[src/rtl/md_hazard_ctrl.sv]
// Mul/div sequencing and pipeline hazard control: IDLE/RUN/DONE FSM for the iterative unit plus load-use and HI/LO stalls.
// Optional macro MD_DIV_ZERO_FAST_EN: a divide by zero skips RUN and finishes in DONE without writing HI/LO.
module md_hazard_ctrl #(
  parameter int MUL_CYCLES = 4,
  parameter int DIV_CYCLES = 32
) (
  input  logic       clk,
  input  logic       rst,
  input  logic       StartE,
  input  logic [1:0] MdOpE,
  input  logic       DivZeroE,
  input  logic       StartD,
  input  logic       HiLoReadD,
  input  logic       HiLoWriteD,
  input  logic       MemToRegE,
  input  logic [4:0] RtE,
  input  logic [4:0] RsD,
  input  logic [4:0] RtD,
  output logic       StallF,
  output logic       StallD,
  output logic       FlushE,
  output logic       MdStart,
  output logic [1:0] MdOp,
  output logic       MdDone,
  output logic       MdWriteEn,
  output logic       MdBusy
);

  typedef enum logic [1:0] {
    IDLE = 2'd0,
    RUN  = 2'd1,
    DONE = 2'd2
  } state_t;

  localparam logic [5:0] MUL_LOAD = 6'(MUL_CYCLES - 1);
  localparam logic [5:0] DIV_LOAD = 6'(DIV_CYCLES - 1);

  state_t     state_q = IDLE;
  state_t     state_d;
  logic [5:0] cnt_q = 6'd0;
  logic [5:0] cnt_d;
  logic [1:0] mdop_q = 2'b00;
  logic [1:0] mdop_d;
  logic       wen_q = 1'b0;
  logic       wen_d;
  logic       fast_s;
  logic       load_use_s;
  logic       hilo_use_s;
  logic       md_hazard_s;

`ifdef MD_DIV_ZERO_FAST_EN
  assign fast_s = MdOpE[1] & DivZeroE;
`else
  logic div_zero_unused;
  assign fast_s          = 1'b0;
  assign div_zero_unused = DivZeroE;
`endif

  always_ff @(posedge clk) begin
    if (rst) begin
      state_q <= IDLE;
      cnt_q   <= 6'd0;
      mdop_q  <= 2'b00;
      wen_q   <= 1'b0;
    end else begin
      state_q <= state_d;
      cnt_q   <= cnt_d;
      mdop_q  <= mdop_d;
      wen_q   <= wen_d;
    end
  end

  // wen_q remembers whether the current op may update HI/LO when it reaches DONE
  always_comb begin
    state_d = state_q;
    cnt_d   = cnt_q;
    mdop_d  = mdop_q;
    wen_d   = wen_q;
    case (state_q)
      IDLE: begin
        if (StartE) begin
          mdop_d = MdOpE;
          if (fast_s) begin
            state_d = DONE;
            cnt_d   = 6'd0;
            wen_d   = 1'b0;
          end else begin
            state_d = RUN;
            cnt_d   = MdOpE[1] ? DIV_LOAD : MUL_LOAD;
            wen_d   = 1'b1;
          end
        end else begin
          state_d = IDLE;
        end
      end
      RUN: begin
        if (cnt_q == 6'd0) begin
          state_d = DONE;
        end else begin
          cnt_d = cnt_q - 6'd1;
        end
      end
      DONE: begin
        state_d = IDLE;
      end
      default: begin
        state_d = IDLE;
        cnt_d   = 6'd0;
      end
    endcase
  end

  always_comb begin
    MdStart     = ~rst & (state_q == IDLE) & StartE & ~fast_s;
    MdBusy      = ~rst & (state_q != IDLE);
    MdDone      = ~rst & (state_q == DONE);
    MdWriteEn   = MdDone & wen_q;
    MdOp        = mdop_q;
    load_use_s  = MemToRegE & (RtE != 5'd0) & ((RtE == RsD) | (RtE == RtD));
    hilo_use_s  = StartD | HiLoReadD | HiLoWriteD;
    // Include the start cycle so an ID-stage HI/LO access cannot slip past the op entering EX
    md_hazard_s = (MdBusy | MdStart) & hilo_use_s;
    StallF      = load_use_s | md_hazard_s;
    StallD      = load_use_s | md_hazard_s;
    FlushE      = load_use_s | md_hazard_s;
  end

endmodule

[config.mk]
export PLATFORM = sky130hd
export DESIGN_NAME = md_hazard_ctrl
export DESIGN_NICKNAME = d
export VERILOG_FILES = /design/src/rtl/md_hazard_ctrl.sv
export SDC_FILE = /design/constraint.sdc
export NUM_CORES = 1
export LEC_CHECK = 0
export ABC_AREA = 1
export BUFFER_PORTS_ARGS = -buffer_cell sky130_fd_sc_hd__buf_2
export CORE_UTILIZATION = 44
export CTS_BUF_LIST = sky130_fd_sc_hd__clkbuf_4
export DETAILED_ROUTE_END_ITERATION = 8
export PLACE_DENSITY = 0.8
export SLEW_MARGIN = 0
export SYNTH_ARGS = -nofsm -noshare
export SYNTH_HDL_FRONTEND = slang
export SYNTH_SLANG_ARGS = --single-unit
[constraint.sdc]
create_clock -name clk -period 1.2 [get_ports clk]
set_input_delay 0.24 -clock clk [delete_from_list [all_inputs] [get_ports clk]]
set_output_delay 0.24 -clock clk [all_outputs]
set_load 0.05 [all_outputs]
# After elaboration in Yosys (flattened, before gate mapping)
# Index checks and enable logic that the tools add are counted.
[word_totals] register_bits=11 in_bits=25 out_inout_bits=9 elab_cells=40
[classes] n_addsub=1 n_eq_ne=7 n_mux=7 bitwise=15 n_reduce_logical=6
[ops] operator="6-bit one-hot mux with 3 select lines" count=1
[ops] operator="6-bit 2-to-1 mux" count=2
[ops] operator="5-bit equality test" count=2
[ops] operator="1-bit bitwise AND" count=8
[ops] operator="6-bit logical NOT" count=1
[ops] operator="2-bit != test, second input constant" count=3
[ops] operator="6-bit by 1-bit subtractor with 6-bit output, second input constant" count=1
[ops] operator="5-bit 2-to-1 mux" count=1
[ops] operator="1-bit OR" count=5
[ops] operator="5-bit nonzero test" count=1
[ops] operator="2-bit one-hot mux with 2 select lines" count=1
[ops] operator="3-bit AND reduction" count=1
[ops] operator="2-bit by 1-bit equality test with 1-bit output, second input constant" count=1
[ops] operator="2-bit equality test, second input constant" count=1
[ops] operator="2-bit logical NOT" count=1
[ops] operator="2-bit 2-to-1 mux" count=1
[ops] operator="1-bit NOT" count=2
[ops] operator="2-bit AND reduction" count=1
[ops] operator="2-bit nonzero test" count=1
[ops] operator="1-bit 2-to-1 mux" count=1

# Longest topological paths before layout
[depth] depth_word=6 ltp_mapped=9 depth_no_buf=9

# Least setup slack after synthesis
# No wires, ideal clock.
[synth_path] kind="reg2out" start="reg state_q[0]" end="out StallD" arrival_time_ns=2.212 required_ns=0.960 path_slack_ns=-1.252 path_stages_with_launch=7 n_path_buf=1 path_cell_list="dfxtp_1 > nor2_4 > nand2_4 > nor2_1 > o32ai_1 > nand2_1 > buf_4"
[synth_between] elab_chain_len=6 elab_cells_between_ends=8 cone_classes="bitwise: 6; reduce/logical: 2"
[synth_lines] element="from (decl)" line_no="38" rtl="state_t state_q = IDLE;"
[synth_lines] element="from (signal assigned)" line_no="66" rtl="state_q <= state_d;"
[synth_lines] element="2-bit logical NOT" line_no="114" rtl="MdStart = ~rst & (state_q == IDLE) & StartE & ~fast_s;"
[synth_lines] element="1-bit bitwise AND (2 in series)" line_no="114"
[synth_lines] element="via MdStart" line_no="22" rtl="output logic MdStart,"
[synth_lines] element="1-bit OR" line_no="122" rtl="md_hazard_s = (MdBusy | MdStart) & hilo_use_s;"
[synth_lines] element="1-bit bitwise AND" line_no="122"
[synth_lines] element="1-bit OR"
[synth_lines] element="to (decl)" line_no="20" rtl="output logic StallD,"
# The timed path passes the listed nets, and every way through them passes these cells.

# Final worst setup path
[layout_path] start="reg state_q[0]" end="reg cnt_q[5]"
[layout_between] elab_chain_len=3 elab_cells_between_ends=8 cone_classes="eq/ne: 4; mux: 1; bitwise: 1; reduce/logical: 2"
[layout_lines] element="2-bit by 1-bit equality test with 1-bit output, or another cell as far along" line_no="79" rtl="case (state_q)"
[layout_lines] element="2-bit != test (no source line) / 1-bit NOT (equally long branches)"
[layout_lines] element="3-bit AND reduction (no source line)"
[layout_lines] element="to (signal assigned)" line_no="67" rtl="cnt_q <= cnt_d;"
[layout_lines] element="to (decl)" line_no="40" rtl="logic [5:0] cnt_q = 6'd0;"
# Several ways; a longest one is shown, not always the timed one.
# A chain may end at the register's enable or synchronous reset.

==> flow_summary.toml <==
[placement]
portBuffers = 32
dp_hpwl_um = 1746
gp_congestion = 0.8056

[setup_path]
critPathMaxFanout = 5
worst_ep_required_time_ps = 1380
endpoint = "cnt_q[5]"
critPathLaunch = "state_q[0]"
crit_top_cell = "buf_4"
rr_worst_depth = 11
cp.depth = 11
r2r_start = "state_q[0]"
crit_path_end_kind = "flip-flop"
crit_family = "buffers and inverters"
path_cells = "buf_4, buf_6, inv_6, buf_4, buf_4, nor2_4, nand3_4, nand4_1, nand2_1, inv_1, nor2_1"
critical_path_class = "reg -> reg"
critical_path_arrival_ps = 1820
max_stage_delay_ps = 360
crit_path_start_kind = "flip-flop"
critPathSlowestCell = "dfxtp_2"
rr_endpoint = "cnt_q[5]"
r2r_slack_ps = -430
path_buf_inv = 6

[power_and_ir_drop]
p_seq_share_pct = 25.4
power_frac_clock_pct = 16.7
p_total_mw = 1.899
p_leak_nw = 0.6854
p_sw_mw = 0.8689
ir_worst_vdd_v = 0.001176
p_int_mw = 1.030
power_frac_comb_pct = 58.0
switching_share_pct = 45.75
power_density_nw_per_um2 = 1304

[synth]
ys_types = 24
syn_inst = 120
ys_seq_elements = 11
synth_area_leader_cell = "dfxtp_1"
synth_top_flop_cell = "dfxtp_1"
syn_nets = 146
yosysSeqAreaShare_pct = 27.98
avgSynthCellArea_um2 = 6.558
yosys.cell_count.top_type = "nor2_1"
synth_area_leaders = "dfxtp_1 (28%), nor2_1 (12%), nand2_1 (11%), xor2_1 (8.9%), inv_1 (5.2%)"
synth_top_area_share_pct = 27.98
synth-edff-count = 0
netlist_area_um2 = 787.0
synth_warnings = 0
async_reset_ff_share_pct = 0
yosys-top-cells-count = "nor2_1 (25), nand2_1 (24), dfxtp_1 (11), inv_1 (11), xor2_1 (8)"

[grt]
grt_pass1_wl_um = 5133
antenna_found_initial = 0
grt_pass1_vias = 1165
grtUsageTotal_pct = 35.86
grt_max_degree = 7
grt-ovfl-total = 0

[cts]
cts_sinks = 11
cts.reportedPaths.clkPinSlew_ps = 90
cts_buffers = 3
htree_levels = 1
hold_buffers = 0
cts_tree = "built"
clkLatencyLatePin_ps = 290
cts_root_buf = "clkbuf_4"
clock_path_buffers = 2

[sta]
setup_violations = 15
clock_skew_ps = 5.919
timing.final.crit_share_pct = 135.9
grt_setup_unrepaired = "yes"
hold_viol = 0
timing.final.crit_period_ps = 1630
max_freq_mhz = 613.4
maxSlewViolCount = 0
hold_slack_ps = 206.0
worstMarginPinSlew_ps = 297.1
setup_tns_ps = -4882
slew_headroom_pct = 80.16
setup_slack_ps = -430.2

[layout]
drive_gt1_share_pct = 55.56
diodes = 0
fin_nets = 207
syn2layout_area_growth_pct = 85.06
final_util_pct = 91.37

[route]
firstDrtPassIters = 4
route.detailed.drc = 0
via_count = 1249
antenna_left = 0
avgRoutedWirePerCell_um = 20.05
wirelength_um = 4090
drtIter0Drc = 72
via_per_inst = 6.123

[min_path]
hp-start = "MdOpE[1]"
holdCritPathClass = "in -> reg"

[job]
max_cap_violations = 0

[floorplan]
initial_utilization_pct = 49.37
die_h_um = 44.29
die_w_um = 44.29
rows = 14
ios = 34
core_region_area_um2 = 1594
die_area_um2 = 1962

[status]
violations = "negative setup slack"
status = "finished, violations left"
registers in the layout, indices dropped and copies added (netlist names):
register / count
state_q: 2
MdOp: 2
wen_q: 1
cnt_q: 6
power groups by stage:
| stage | Combinational [mW] | Clock [mW] | Sequential [mW] |
|---|---|---|---|
| 2_1_floorplan | 0.484 | 0 | 0.490 |
| 3_3_place_gp | 0.712 | 0 | 0.468 |
| 3_5_place_dp | 0.732 | 0 | 0.470 |
| 4_1_cts | 0.881 | 0.292 | 0.464 |
| 5_1_grt | 1.14 | 0.334 | 0.485 |
| 6_report | 1.10 | 0.316 | 0.482 |
worst register-to-register path: cells and delay by family (launching register included):
kind / cells / cell delay (ps)
DFF: 1 / 360
buffers and inverters: 6 / 590
and+or+nand+nor: 5 / 580
repair_timing:
action                                  in CTS  in global routing
endpoints found under the setup margin      15                 15
pin swaps                                   13                  9
setup buffers                                9                  4
resized for setup                           34                 24
final cells by class:
type                    count  area [um^2]
well taps                  24        30.03
flip-flops and latches     11        225.2
fillers                    63        137.6
repair buffers             59        460.4
multi-input cells          94        660.6
clock buffers               4        30.03
inverters                  12        50.05
cell usage in the layout (no fill, tap or decap), types with 2 or more instances in the layout:
cell type and instances:
buf_8 4, xnor2_1 2, nand2_2 6, a21oi_2 3, dfxtp_1 7, xor2_1 8, nor2_1 21, dfxtp_2 4
buf_2 25, a21oi_1 3, o21ai_1 4, inv_2 3, nand2_1 16, nand2_4 3, nand4_1 3, inv_1 8
nor2_4 6, clkbuf_4 4, buf_4 19, o21ai_2 2, nand3_4 2, nand3_1 6, buf_6 10
how the worst min path moves through the flow:
| stage | slack (ps) | cells past startpoint | endpoint |
|---|---|---|---|
| 4_1_cts | 170 | 3 | MdOp[1] |
| 3_5_place_dp | 460 | 3 | MdOp[1] |
| 5_1_grt | 190 | 3 | MdOp[1] |
| 3_3_place_gp | 440 | 2 | MdOp[0] |
| 6_report | 210 | 3 | MdOp[1] |
| 2_1_floorplan | 340 | 2 | MdOp[1] |
logic make-up after synthesis:
family | share of synthesized area, %
simple gates | 40.06
compound gates | 9.856
mux | 1.272
xor+xnor | 11.13
buf+inv | 8.107
fa+ha+maj | 1.590
flops | 27.98
through the flow:
stage / setup slack (ps) / cell area [um^2] / cells
2_1_floorplan: -543.1 / 869.6 / 120
3_3_place_gp: -221.1 / 1159 / 189
3_5_place_dp: -280.4 / 1159 / 189
4_1_cts: -364.3 / 1359 / 202
5_1_grt: -477.8 / 1456 / 204
6_report: -430.2 / 1456 / 204
layer usage:
layer | global-route usage [%] | up-vias | part of all wire, %
met2 | 60.59 | 126 | 47
met5 | 0 | - | 0
met1 | 39.00 | 578 | 33
met4 | 16.36 | 0 | 7.6
met3 | 14.69 | 38 | 12
li1 | - | 507 | -
No activity file was read; power rests on OpenSTA's default activity.
